## src/rtl/axi4_cmd_pkg.sv

```systemverilog
// Shared types and constants for the AXI4 command master.
// Command header / response word layouts, fixed AXI attributes, FSM states.
package axi4_cmd_pkg;

  localparam logic [1:0] OP_WR = 2'b01;
  localparam logic [1:0] OP_RD = 2'b10;

  localparam int HDR_OP_LO    = 126;
  localparam int HDR_LEN_LO   = 118;
  localparam int HDR_ID_LO    = 110;
  localparam int HDR_SIZE_LO  = 107;
  localparam int HDR_BURST_LO = 105;

  localparam int RSP_OP_LO   = 126;
  localparam int RSP_LAST    = 125;
  localparam int RSP_RESP_LO = 123;
  localparam int RSP_ID_LO   = 115;

  localparam logic       AXI_LOCK  = 1'b0;
  localparam logic [3:0] AXI_CACHE = 4'b0011;
  localparam logic [2:0] AXI_PROT  = 3'b000;

  typedef enum logic [1:0] {
    ST_IDLE,
    ST_AW,
    ST_WD,
    ST_AR
  } state_t;

  typedef struct packed {
    logic [1:0] op;
    logic [7:0] len;
    logic [7:0] id;
    logic [2:0] size;
    logic [1:0] burst;
  } hdr_t;

  function automatic hdr_t hdr_decode(
    input logic [127:0] w
  );
    hdr_t h;
    h.op    = w[HDR_OP_LO +: 2];
    h.len   = w[HDR_LEN_LO +: 8];
    h.id    = w[HDR_ID_LO +: 8];
    h.size  = w[HDR_SIZE_LO +: 3];
    h.burst = w[HDR_BURST_LO +: 2];
    return h;
  endfunction

endpackage

```

## src/rtl/axi4_rsp_merge.sv

```systemverilog
// Merges AXI R and B results into one registered response slot.
// R has fixed priority; B is only accepted when no R beat is offered.
module axi4_rsp_merge
  import axi4_cmd_pkg::*;
#(
  parameter int DATA_W = 64,
  parameter int ID_W   = 8
) (
  input  logic              ACLK,
  input  logic              ARESETn,
  input  logic [ID_W-1:0]   BID,
  input  logic [1:0]        BRESP,
  input  logic              BVALID,
  output logic              BREADY,
  input  logic [ID_W-1:0]   RID,
  input  logic [DATA_W-1:0] RDATA,
  input  logic [1:0]        RRESP,
  input  logic              RLAST,
  input  logic              RVALID,
  output logic              RREADY,
  output logic              rsp_valid,
  input  logic              rsp_ready,
  output logic [127:0]      rsp_data
);

  logic         slot_avail;
  logic [127:0] r_word;
  logic [127:0] b_word;

  // Slot refills in the same cycle it drains, keeping 1 beat/cycle.
  assign slot_avail = ~rsp_valid | rsp_ready;
  assign RREADY     = slot_avail;
  assign BREADY     = slot_avail & ~RVALID;

  always_comb begin
    r_word = '0;
    r_word[RSP_OP_LO +: 2]   = OP_RD;
    r_word[RSP_LAST]         = RLAST;
    r_word[RSP_RESP_LO +: 2] = RRESP;
    r_word[RSP_ID_LO +: ID_W] = RID;
    r_word[DATA_W-1:0]       = RDATA;
  end

  always_comb begin
    b_word = '0;
    b_word[RSP_OP_LO +: 2]   = OP_WR;
    b_word[RSP_RESP_LO +: 2] = BRESP;
    b_word[RSP_ID_LO +: ID_W] = BID;
  end

  always_ff @(posedge ACLK or negedge ARESETn) begin
    if (!ARESETn) begin
      rsp_valid <= 1'b0;
      rsp_data  <= '0;
    end else if (slot_avail) begin
      rsp_valid <= RVALID | BVALID;
      if (RVALID) begin
        rsp_data <= r_word;
      end else if (BVALID) begin
        rsp_data <= b_word;
      end
    end
  end

endmodule

```

## src/rtl/axi4_cmd_master.sv

```systemverilog
// AXI4 master driven by 128-bit command words; returns B/R results as
// 128-bit response words. Write data streams straight through from cmd.
module axi4_cmd_master
  import axi4_cmd_pkg::*;
#(
  parameter int DATA_W    = 64,
  parameter int ADDR_W    = 32,
  parameter int ID_W      = 8,
  parameter int MAX_OUTST = 4
) (
  input  logic                ACLK,
  input  logic                ARESETn,
  input  logic                cmd_valid,
  output logic                cmd_ready,
  input  logic [127:0]        cmd_data,
  output logic                rsp_valid,
  input  logic                rsp_ready,
  output logic [127:0]        rsp_data,
  output logic [ID_W-1:0]     AWID,
  output logic [ADDR_W-1:0]   AWADDR,
  output logic [7:0]          AWLEN,
  output logic [2:0]          AWSIZE,
  output logic [1:0]          AWBURST,
  output logic                AWLOCK,
  output logic [3:0]          AWCACHE,
  output logic [2:0]          AWPROT,
  output logic                AWVALID,
  input  logic                AWREADY,
  output logic [DATA_W-1:0]   WDATA,
  output logic [DATA_W/8-1:0] WSTRB,
  output logic                WLAST,
  output logic                WVALID,
  input  logic                WREADY,
  input  logic [ID_W-1:0]     BID,
  input  logic [1:0]          BRESP,
  input  logic                BVALID,
  output logic                BREADY,
  output logic [ID_W-1:0]     ARID,
  output logic [ADDR_W-1:0]   ARADDR,
  output logic [7:0]          ARLEN,
  output logic [2:0]          ARSIZE,
  output logic [1:0]          ARBURST,
  output logic                ARLOCK,
  output logic [3:0]          ARCACHE,
  output logic [2:0]          ARPROT,
  output logic                ARVALID,
  input  logic                ARREADY,
  input  logic [ID_W-1:0]     RID,
  input  logic [DATA_W-1:0]   RDATA,
  input  logic [1:0]          RRESP,
  input  logic                RLAST,
  input  logic                RVALID,
  output logic                RREADY
);

  localparam logic [3:0] OUTST_MAX = 4'(MAX_OUTST);

  state_t              state;
  hdr_t                hdr;
  logic                hdr_wr;
  logic                hdr_rd;
  logic                hdr_block;
  logic [ADDR_W-1:0]   addr_q;
  logic [ID_W-1:0]     id_q;
  logic [7:0]          len_q;
  logic [2:0]          size_q;
  logic [1:0]          burst_q;
  logic [7:0]          beat_q;
  logic                aw_valid_q;
  logic                ar_valid_q;
  logic [3:0]          wr_cnt;
  logic [3:0]          rd_cnt;
  logic                aw_hs;
  logic                ar_hs;
  logic                b_hs;
  logic                r_done;
  logic                in_wd;
  logic                unused_bits;

  assign hdr = hdr_decode(cmd_data);
  assign unused_bits = ^{cmd_data, hdr};

  always_comb begin
    hdr_wr = 1'b0;
    hdr_rd = 1'b0;
    unique case (1'b1)
      hdr.op == OP_WR: hdr_wr = 1'b1;
      hdr.op == OP_RD: hdr_rd = 1'b1;
      default: ;
    endcase
  end

  // A header that would exceed its direction's limit waits on the stream.
  assign hdr_block = (hdr_wr && wr_cnt == OUTST_MAX)
                   | (hdr_rd && rd_cnt == OUTST_MAX);

  always_comb begin
    cmd_ready = 1'b0;
    unique case (state)
      ST_IDLE: cmd_ready = ~hdr_block;
      ST_WD:   cmd_ready = WREADY;
      default: cmd_ready = 1'b0;
    endcase
  end

  assign in_wd  = (state == ST_WD);
  assign WVALID = in_wd & cmd_valid;
  assign WLAST  = in_wd & (beat_q == len_q);
  assign WDATA  = cmd_data[DATA_W-1:0];
  assign WSTRB  = cmd_data[DATA_W +: DATA_W/8];

  assign AWVALID = aw_valid_q;
  assign AWID    = id_q;
  assign AWADDR  = addr_q;
  assign AWLEN   = len_q;
  assign AWSIZE  = size_q;
  assign AWBURST = burst_q;
  assign AWLOCK  = AXI_LOCK;
  assign AWCACHE = AXI_CACHE;
  assign AWPROT  = AXI_PROT;

  assign ARVALID = ar_valid_q;
  assign ARID    = id_q;
  assign ARADDR  = addr_q;
  assign ARLEN   = len_q;
  assign ARSIZE  = size_q;
  assign ARBURST = burst_q;
  assign ARLOCK  = AXI_LOCK;
  assign ARCACHE = AXI_CACHE;
  assign ARPROT  = AXI_PROT;

  always_ff @(posedge ACLK or negedge ARESETn) begin
    if (!ARESETn) begin
      state      <= ST_IDLE;
      aw_valid_q <= 1'b0;
      ar_valid_q <= 1'b0;
      addr_q     <= '0;
      id_q       <= '0;
      len_q      <= '0;
      size_q     <= '0;
      burst_q    <= '0;
      beat_q     <= '0;
    end else begin
      unique case (state)
        ST_IDLE: begin
          if (cmd_valid && cmd_ready && (hdr_wr || hdr_rd)) begin
            addr_q  <= cmd_data[ADDR_W-1:0];
            id_q    <= hdr.id[ID_W-1:0];
            len_q   <= hdr.len;
            size_q  <= hdr.size;
            burst_q <= hdr.burst;
            beat_q  <= '0;
            if (hdr_wr) begin
              state      <= ST_AW;
              aw_valid_q <= 1'b1;
            end else begin
              state      <= ST_AR;
              ar_valid_q <= 1'b1;
            end
          end
        end
        ST_AW: begin
          if (AWREADY) begin
            aw_valid_q <= 1'b0;
            state      <= ST_WD;
          end
        end
        ST_WD: begin
          if (cmd_valid && WREADY) begin
            if (WLAST) begin
              state <= ST_IDLE;
            end else begin
              beat_q <= beat_q + 8'd1;
            end
          end
        end
        ST_AR: begin
          if (ARREADY) begin
            ar_valid_q <= 1'b0;
            state      <= ST_IDLE;
          end
        end
        default: state <= ST_IDLE;
      endcase
    end
  end

  assign aw_hs  = aw_valid_q & AWREADY;
  assign ar_hs  = ar_valid_q & ARREADY;
  assign b_hs   = BVALID & BREADY;
  assign r_done = RVALID & RREADY & RLAST;

  always_ff @(posedge ACLK or negedge ARESETn) begin
    if (!ARESETn) begin
      wr_cnt <= '0;
      rd_cnt <= '0;
    end else begin
      case ({aw_hs, b_hs})
        2'b10:   wr_cnt <= wr_cnt + 4'd1;
        2'b01:   wr_cnt <= wr_cnt - 4'd1;
        default: wr_cnt <= wr_cnt;
      endcase
      case ({ar_hs, r_done})
        2'b10:   rd_cnt <= rd_cnt + 4'd1;
        2'b01:   rd_cnt <= rd_cnt - 4'd1;
        default: rd_cnt <= rd_cnt;
      endcase
    end
  end

  axi4_rsp_merge #(
    .DATA_W (DATA_W),
    .ID_W   (ID_W)
  ) u_rsp_merge (
    .ACLK      (ACLK),
    .ARESETn   (ARESETn),
    .BID       (BID),
    .BRESP     (BRESP),
    .BVALID    (BVALID),
    .BREADY    (BREADY),
    .RID       (RID),
    .RDATA     (RDATA),
    .RRESP     (RRESP),
    .RLAST     (RLAST),
    .RVALID    (RVALID),
    .RREADY    (RREADY),
    .rsp_valid (rsp_valid),
    .rsp_ready (rsp_ready),
    .rsp_data  (rsp_data)
  );

endmodule
```

## config.mk

```make
export PLATFORM = sky130hd
export DESIGN_NAME = axi4_cmd_master
export DESIGN_NICKNAME = d
export VERILOG_FILES = /design/src/rtl/axi4_cmd_pkg.sv /design/src/rtl/axi4_rsp_merge.sv /design/src/rtl/axi4_cmd_master.sv
export SDC_FILE = /design/constraint.sdc
export NUM_CORES = 1
export LEC_CHECK = 0
export BUFFER_PORTS_ARGS = -buffer_cell sky130_fd_sc_hd__buf_2
export CORE_AREA = 2 2 213 215
export CTS_BUF_LIST = sky130_fd_sc_hd__clkbuf_16
export DETAILED_ROUTE_END_ITERATION = 10
export DIE_AREA = 0 0 215 217
export HOLD_SLACK_MARGIN = 0.03
export SETUP_SLACK_MARGIN = 0.5
export SLEW_MARGIN = 20
export SYNTH_ARGS = -nofsm -noshare
export SYNTH_HDL_FRONTEND = slang
export SYNTH_HIERARCHICAL = 1
export SYNTH_SLANG_ARGS = --single-unit
```

## constraint.sdc

```tcl
create_clock -name ACLK -period 2 [get_ports ACLK]
set_clock_uncertainty 0.05 [all_clocks]
set_input_delay 0.2 -clock ACLK [delete_from_list [all_inputs] [get_ports ACLK]]
set_output_delay 0.2 -clock ACLK [all_outputs]
set_load 0.01 [all_outputs]
```

-- Word-level counts from Yosys, hierarchy flattened
Cells that the tools add are included.
Widths: inputs -> output; s select.
- register bits: 202
- latch bits: 0
- logic and storage cells: 97
- bits in read-only memories: 0
- input port bits: 222
- memories: 0
- output and inout port bits: 330
- bits in writable memories: 0
- multipliers: 0
- multiplexer cells: 26
- add/subtract/negate cells: 5
- bitwise logic cells: 14
- divide/modulo/power cells: 0
- shift-type cells: 0
- equality and inequality tests: 20
- $lt $le $gt $ge: 0
- reduce and logical (&&, ||, !) cells: 19
- operators by type and width (kind ; number):
    $mux 128 ; 2
    $mux 8 ; 3
    $pmux 4 s2 ; 2
    $pmux 8 s2 ; 1
    $ne 2x2->1 const B ; 7
    $mux 2 ; 6
    $reduce_and 4->1 ; 3
    $reduce_bool 2->1 ; 6
    $eq 2x2->1 const B ; 5
    $add 4x1->4 const B ; 2
    $add 8x1->8 const B ; 1
    $and 1x1->1 ; 8
    $eq 2x1->1 const B ; 4
    $eq 4x3->1 const B ; 2
    $eq 8x8->1 ; 1
    $mux 1 ; 8
    $pmux 2 s4 ; 1
    $sub 4x1->4 const B ; 2
    $pmux 1 s2 ; 3
    $logic_and 1x1->1 ; 5
    $reduce_and 5->1 ; 1
    $reduce_and 2->1 ; 2
    $not 1->1 ; 3
    $or 1x1->1 ; 3
    other kinds (3) ; 3

-- Depth between registers and ports, before layout
Gate-level depths: netlist (run 1).
- word-level depth: 10
- depth in mapped cells: 10
- gate-level depth less buffers: 10

-- Cells and area by module
The synthesis (run 1) kept the hierarchy.
- by module, submodules not included (module ; seq. area each (µm²) ; area each (µm²) ; instances ; cells an instance):
    axi4_cmd_master ; 1826.8 ; 4410.5 ; 1 ; 508
    axi4_rsp_merge ; 1951.9 ; 3304.4 ; 1 ; 242

-- Least setup slack after synthesis (run 1)
Ideal clock, no wire load.
- path type: register to register
- from: reg u_rsp_merge.rsp_valid
- to: reg wr_cnt[3]
- arrival time: 1921 ps
- slack: -97 ps
- required time: 1825 ps
- stages on the path, launching flop included: 11
- period minus slack after synthesis: 2097 ps
- setup time: 125 ps
- buffers on the path: 0
- path through: dfrtp_1 -> nor2b_4 -> nor2_1 -> and2_1 -> ha_1 -> ha_1 -> a21o_1 -> a21oi_1 -> xnor2_1 -> nor2_1 -> xor2_1
- word-level cells in the longest chain between the ends: 6
- elaborated cells on any way between the ends: 8
- those cells by class: 2 x eq/ne; 1 x mux; 4 x bitwise; 1 x reduce/logical
- ends and longest elaborated chain (element ; RTL line ; RTL):
    start: declaration ; axi4_rsp_merge.sv:21 ; output logic rsp_valid,
    start signal: assignment ; axi4_rsp_merge.sv:56 ; rsp_valid <= RVALID | BVALID;
    $not 1->1 (*) ; axi4_rsp_merge.sv:31 ; assign slot_avail = ~rsp_valid | rsp_ready;
    $or 1x1->1 (*) ; axi4_rsp_merge.sv:31 ;
    $and 1x1->1 (*) ; axi4_rsp_merge.sv:33 ; assign BREADY = slot_avail & ~RVALID;
    named net BREADY ; axi4_cmd_master.sv:37 ; output logic BREADY,
    $and 1x1->1 (*) ; axi4_cmd_master.sv:190 ; assign b_hs = BVALID & BREADY;
    $eq 2x1->1 or $eq 2x2->1 (tied branches) ; axi4_cmd_master.sv:198 ; case ({aw_hs, b_hs})
    $pmux 4 s2 or $reduce_bool 2->1 (tied branches) ; -- ;
    end signal: assignment ; axi4_cmd_master.sv:199 ; 2'b10: wr_cnt <= wr_cnt + 4'd1;
    end signal: assignment ; axi4_cmd_master.sv:200 ; 2'b01: wr_cnt <= wr_cnt - 4'd1;
    end signal: assignment ; axi4_cmd_master.sv:201 ; default: wr_cnt <= wr_cnt;
    end: declaration ; axi4_cmd_master.sv:71 ; logic [3:0] wr_cnt;
Mark *: on every way through the listed nets, which the timed path passes. The rest lies on a longest branch.
A chain may end at the register's enable or synchronous reset.

-- Final worst setup path (run 1)
- from: reg rd_cnt[1]
- to: out cmd_ready
- word-level cells in the longest chain between the ends: 5
- ends and longest elaborated chain (element ; RTL line ; RTL):
    start: declaration ; axi4_cmd_master.sv:72 ; logic [3:0] rd_cnt;
    start signal: assignment ; axi4_cmd_master.sv:204 ; 2'b10: rd_cnt <= rd_cnt + 4'd1;
    start signal: assignment ; axi4_cmd_master.sv:205 ; 2'b01: rd_cnt <= rd_cnt - 4'd1;
    start signal: assignment ; axi4_cmd_master.sv:206 ; default: rd_cnt <= rd_cnt;
    $eq 4x3->1 ; axi4_cmd_master.sv:95 ; | (hdr_rd && rd_cnt == OUTST_MAX);
    $logic_and 1x1->1 ; axi4_cmd_master.sv:95 ;
    $or 1x1->1 ; axi4_cmd_master.sv:95 ;
    $not 1->1 ; axi4_cmd_master.sv:100 ; ST_IDLE: cmd_ready = ~hdr_block;
    $pmux 1 s2 ; axi4_cmd_master.sv:99 ; unique case (state)
    end: declaration ; axi4_cmd_master.sv:14 ; output logic cmd_ready,
Every way passes these cells.

==> metrics, run 1 <==
Setup crit end kind output pin; Post-Syn Area 7710 um2; Synth top area share 0.490; Tcrit/Tclk final 1.02; yosys warns 6; cell taking the most area after synthesis dfrtp_1; P_leak 6.52 nW; register area share after synthesis 0.490; Clock transition at path regs 0.07 ns; failing checks setup timing; antenna violations before repair 2; Commonest cells post-synth buf_4 (192), nand2_1 (176), dfrtp_1 (151), a22o_1 (65), mux2_2 (20); first-pass GRT wire length 39,700 um; IO Port Bufs 371; Layout Area Growth over Synthesis 64.4%; ordered list of cells on the worst path or3_4 > o22ai_4 > nor2_2 > a21oi_2 > nor2_2 > buf_2; die area 46,700 um2; Detail Route Antenna Nets 0; core area 44,700 um2; hold path startpoint BVALID; Post-synth EDFFs 0; Data required, critical path 1.75 ns; Main synth FF type dfrtp_1; f_max 489 MHz; total track usage 0.113; nets 1,442; htree depth 4; Met3 Wirelength 1940 um; drc violations 0; cell mode on critical path nor2_2; GPL Wtd Cong 0.800; Fin. Hold Viols 0; Slew HR 0.585; hold crit path type primary input to flip-flop; most numerous cell in the Yosys netlist buf_4; Met1 Wirelength 10,500 um; FILL cells 4,570; cell count after synthesis 750; Die W 215 um; Tmin final 2.05 ns; fraction of layout cells with a size suffix above 1 0.510; CTS max path bufs 2; Total Power 0.0134 W; Final WS setup -0.0452 ns; Final HPWL DP 15,800 um; max incr delay on CP 0.40 ns; MaxCap Viol Count 0; Vias/cell 3.74; met2 wire len 13,600 um; Crit-path slowest cell or3_4; CP Max Fanout 2; CTS sink count 151; Avg Inst Size Synth 10.3 um2; Initial Util 0.173; vias post-DR 6,814; Slew @ Worst Pin 0.623 ns; reg-to-reg startpoint u_rsp_merge/rsp_valid; RSZ-0062 raised after global routing yes; setup violators final 1; Final Util 0.284; CP arrival 1.80 ns; Initial DRT Pass Iterations 4; Skew-Pair Late Insertion Delay 0.45 ns; CP startpoint rd_cnt[1]; Final Max Slew Viols 0; top cells by area, synth dfrtp_1 (49%), buf_4 (19%), nand2_1 (8.6%); Setup CP Type flip-flop to output pin; # rows 78; setup TNS -0.0452 ns; pre-CTS WS -0.0238 ns; power per standard cell area 1060 nW/um2; status finished with violations; CTS tree built; Post-synth ARST share 1.00; DRT Wirelength 27,200 um; Max VDD drop 578 uV; flop2flop setup slack 0.05 ns; largest net degree at the start of global routing 58; I/O Pins 552; TritonCTS buffer count 17; synth unique cells 45; DRT iter0 DRCs 203; Die H 217 um; Root Driver clkbuf_16; top sig layer met5; #FFs+latches synth 151; GRT Residual Overflow 0; number of global-route vias before repair 7,175; startpoint types flip-flop; WL per Instance 14.9 um
sequential cells by signal, summed over array words and instances (netlist names):
name,cells
state,2
u_rsp_merge/rsp_data,77
beat_q,8
ARBURST,2
ARVALID,1
ARID,8
u_rsp_merge/rsp_valid,1
AWVALID,1
ARSIZE,3
ARADDR,32
rd_cnt,4
ARLEN,8
wr_cnt,4
path summary, 6_finish.rpt:
| path | to | depth (start not counted) |
|---|---|---|
| setup / recovery | cmd_ready | 6 |
| hold / removal | u_rsp_merge/rsp_valid | 3 |
| setup reg to reg | wr_cnt[3] | 10 |
| hold reg to reg | wr_cnt[3] | 1 |
| max in group asynchronous | beat_q[2] | 3 |
| min in group asynchronous | ARADDR[2] | 2 |
timing repair:
item | 4_1_cts | 5_1_grt
pin swaps | 68 | 28
endpoints found under the setup margin | 141 | 155
cloned | 15 | 5
hold buffers | 136 | 0
buffers inserted | 37 | 10
hold endpoints to repair | 177 | 0
resized for setup | 135 | 30
cells by family after synthesis:
| group | count (synthesis) | share of synthesized area |
|---|---|---|
| xor+xnor | 16 | 0.0182 |
| flops | 151 | 0.490 |
| buf+inv | 236 | 0.222 |
| mux | 21 | 0.0305 |
| fa+ha+maj | 11 | 0.0198 |
| compound gates | 98 | 0.102 |
| simple gates | 214 | 0.116 |
| other cells | 3 | 0.00146 |
worst max-delay path: cells and delay by family, from the launching register on:
kind / cells / cell delay [ns]
flops: 1 / 0.38
simple gates: 3 / 0.51
compound gates: 2 / 0.31
buf+inv: 1 / 0.14
layout make-up:
type | instances | area [um2] | area share
Antenna cell | 1 | 2.50 | 0.000197
Multi-Input combinational cell | 427 | 2890 | 0.228
Clock inverter | 15 | 178 | 0.0140
Inverter | 12 | 52.6 | 0.00414
Clock buffer | 17 | 425 | 0.0335
Tap cell | 600 | 751 | 0.0592
Timing Repair Buffer | 600 | 4590 | 0.362
Sequential cell | 151 | 3790 | 0.299
through the flow:
stage | cell area (um2) | instances | hold slack, ns
floorplan | 8020 | 814 | -0.146
global placement | 9260 | 1587 | 0.191
detailed placement | 9260 | 1587 | 0.195
CTS | 12400 | 1807 | 0.0317
global route | 12700 | 1823 | 0.0442
finish | 12700 | 1823 | 0.0778
per-layer routing:
layer  GRT usage  vias up
met3      0.0358       58
met4      0.0706        2
met1       0.118     3233
li1            -     3148
met2       0.198      373
met5           0        -
power breakdown:
part           leakage (nW)  total [W]  switching [W]  internal [W]
combinational          4.34    0.00543        0.00278       0.00266
sequential             1.89    0.00461       0.000720       0.00389
clock                 0.289    0.00337        0.00140       0.00197
total                  6.52     0.0134        0.00490       0.00851
cell usage in the layout (no fill, tap or decap), drive strengths merged, types with 4 or more instances in the layout:
| cell type | synthesis | routed |
|---|---|---|
| inv | 12 | 16 |
| xnor2 | 12 | 12 |
| o31ai | 4 | 4 |
| a21oi | 8 | 8 |
| a22o | 65 | 65 |
| dlygate4sd3 | 0 | 136 |
| xor2 | 4 | 4 |
| clkbuf | 2 | 20 |
| ha | 9 | 9 |
| conb | 3 | 67 |
| o211ai | 4 | 4 |
| dfrtp | 151 | 151 |
| clkinv | 0 | 5 |
| nor2 | 10 | 10 |
| mux2 | 20 | 20 |
| buf | 222 | 461 |
| nand3 | 7 | 7 |
| nand2 | 177 | 177 |
| o21ai | 10 | 10 |
(Power assumes the default switching activity.)
==> inputs of run 2 (changes only) <==
--- a/config.mk
+++ b/config.mk
@@ -6,11 +6,14 @@
 export NUM_CORES = 1
 export LEC_CHECK = 0
 export BUFFER_PORTS_ARGS = -buffer_cell sky130_fd_sc_hd__buf_2
-export CORE_AREA = 2 2 213 215
+export CELL_PAD_IN_SITES_DETAIL_PLACEMENT = 2
+export CELL_PAD_IN_SITES_GLOBAL_PLACEMENT = 2
+export CORE_AREA = 2 2 212 214
 export CTS_BUF_LIST = sky130_fd_sc_hd__clkbuf_16
 export DETAILED_ROUTE_END_ITERATION = 10
-export DIE_AREA = 0 0 215 217
+export DIE_AREA = 0 0 214 216
 export HOLD_SLACK_MARGIN = 0.03
+export PLACE_DENSITY_LB_ADDON = 0.1
 export SETUP_SLACK_MARGIN = 0.5
 export SLEW_MARGIN = 20
 export SYNTH_ARGS = -nofsm -noshare
==> metrics, run 2 (synthesis results as in run 1) <==
Root Driver clkbuf_16; Die W 214 um (-0.47%); DRT Wirelength 33,200 um (+22%); Inst Count DP 1,574 (-0.82%); pre-CTS WS 0.00717 ns (+0.0310 ns); antenna violations before repair 10 (+8); Logic pwr share 0.419 (+0.014); Crit path max-delay family simple AND/OR/NAND/NOR gates; drc violations 0 (unchanged); GRT Residual Overflow 0 (unchanged); Max VDD drop 431 uV (-25%); Initial Util 0.176 (+0.00339); die area 46,200 um2 (-0.92%); Switch Pwr 0.00516 W (+5.4%); cell mode on critical path nor2_1; total track usage 0.144 (+0.0308); Final HPWL DP 21,100 um (+33%); DRT iter0 DRCs 215 (+5.9%); Net Sw Frac 0.376 (+0.0107); Fin Hold WS 0.0612 ns (-0.0166 ns); Crit-path slowest cell dfrtp_1; Detail Route Antenna Nets 0 (unchanged); GPL Wtd Cong 0.685 (-14%); number of global-route vias before repair 7,630 (+6.3%); CP arrival 1.80 ns (about the same); most common cell after layout, fill and taps aside buf_2; IO Port Bufs 371 (unchanged); CTS sink count 151 (unchanged); CTS max path bufs 2 (unchanged); CP Buf/Inv Count 1 (unchanged); f_max 488 MHz (-0.17%); Final Max Slew Viols 0 (unchanged); failing checks setup timing; Setup crit end kind output pin; Skew-Pair Late Insertion Delay 0.44 ns (about the same); max reg flops 77 (unchanged); setup violators final 1 (unchanged); RSZ-0062 raised after global routing yes; vias post-DR 6,785 (-0.43%); CP Max Fanout 2 (unchanged); Clock transition at path regs 0.07 ns (about the same); Post-Layout Cell Count 1,804 (-1.0%); clock network fraction of design power 0.244 (-0.007); fraction of layout cells with a size suffix above 1 0.513 (+0.00302); largest net degree at the start of global routing 42 (-28%); CTS tree built; power per standard cell area 1090 nW/um2 (+3.1%); TritonCTS buffer count 17 (unchanged); Layout Area Growth over Synthesis 63.2%; nets 1,427 (-1.0%); WL per Instance 18.4 um (+23%); Final WS setup -0.0487 ns (-0.00355 ns); core area 43,800 um2 (-1.9%); Initial DRT Pass Iterations 4 (unchanged); Tcrit/Tclk final 1.02 (+0.00177); Fin. Hold Viols 0 (unchanged); ordered list of cells on the worst path or3_4 > o22ai_4 > nor2_1 > a21oi_1 > nor2_1 > buf_2; Data required, critical path 1.75 ns (about the same); P_leak 6.46 nW (-1.0%); startpoint types flip-flop; hold crit path type primary input to flip-flop; # rows 77 (-1.3%); MaxCap Viol Count 0 (unchanged); Tmin final 2.05 ns (+0.00355 ns); Biggest register u_rsp_merge/rsp_data; htree depth 4 (unchanged); Setup CP Type flip-flop to output pin; first-pass GRT wire length 49,900 um (+26%); most frequent cells in the layout buf_2 (366), dfrtp_1 (138), nand2_1 (133); I/O Pins 552 (unchanged); status finished with violations; Reg power frac 0.336 (-0.008); max incr delay on CP 0.40 ns (about the same); Vias/cell 3.76 (+0.62%); Die H 216 um (-0.46%); Internal 0.00856 W (+0.63%)
-- run 2: cell types whose count changed in the layout (fill, tap and decap cells not counted), sizes merged --
cell         change
clkbuf           -1
and2             +1
inv              +1
buf              +2
diode            +4
dlygate4sd3     -17
bufinv           -1
-- run 2: repair_timing --
item	CTS	global route
hold endpoints to repair	153	0
buffers inserted	40	12
gates cloned	20	2
endpoints found under the setup margin	148	153
pin swaps	40	24
resized for setup	114	49
hold buffers	119	0
-- run 2: power by group through the flow --
stage | combinational [W] | sequential [W] | clock [W]
4_1_cts | 0.00557 | 0.00463 | 0.00352
3_3_place_gp | 0.00421 | 0.00472 | 0
2_1_floorplan | 0.00277 | 0.00481 | 0
5_1_grt | 0.00636 | 0.00477 | 0.00364
6_report | 0.00575 | 0.00462 | 0.00335
3_5_place_dp | 0.00425 | 0.00473 | 0
-- run 2: path summary, 6_finish.rpt --
| kind | slack, ns | to | startpoint | depth (start not counted) |
|---|---|---|---|---|
| setup / recovery | -0.05 | cmd_ready | rd_cnt[0] | 6 |
| hold / removal | 0.06 | state[1] | AWREADY | 3 |
| setup reg to reg | 0.01 | ARADDR[20] | rd_cnt[0] | 8 |
| hold reg to reg | 0.42 | wr_cnt[3] | wr_cnt[3] | 1 |
| max in group asynchronous | 0.92 | ARADDR[3] | ARESETn | 3 |
| min in group asynchronous | 0.21 | ARID[6] | ARESETn | 2 |
-- run 2: worst min-delay path: cells and delay by family --
family / cells / cell delay (ns)
and+or+nand+nor: 1 / 0.11
AOI/OAI and AO/OA: 1 / 0.09
buffers and inverters: 1 / 0.11
-- run 2: layout make-up --
| cell class | count | area [um2] |
|---|---|---|
| Fill cell | 4881 | 31200 |
| Timing Repair Buffer | 584 | 4500 |
| Tap cell | 592 | 741 |
| Inverter | 12 | 52.6 |
| Sequential cell | 151 | 3790 |
| Clock buffer | 17 | 425 |
| Multi-Input combinational cell | 428 | 2910 |
| Clock inverter | 15 | 153 |
| Antenna cell | 5 | 12.5 |
-- run 2: per-stage QoR --
stage	TNS, ns	total power [W]	area, um2	util
2_1_floorplan	0	0.00758	8020	-
3_3_place_gp	0	0.00893	9240	0.211
3_5_place_dp	0	0.00899	9240	0.211
4_1_cts	-0.0959	0.0137	12200	0.279
5_1_grt	-0.550	0.0148	12600	0.287
6_report	-0.0487	0.0137	12600	0.287
-- run 2: routing by layer --
| layer | share of wire | GRT usage |
|---|---|---|
| met1 | 0.39 | 0.160 |
| met2 | 0.50 | 0.246 |
| met3 | 0.096 | 0.0689 |
| met4 | 0.0095 | 0.0371 |
| met5 | 0.0018 | 0 |
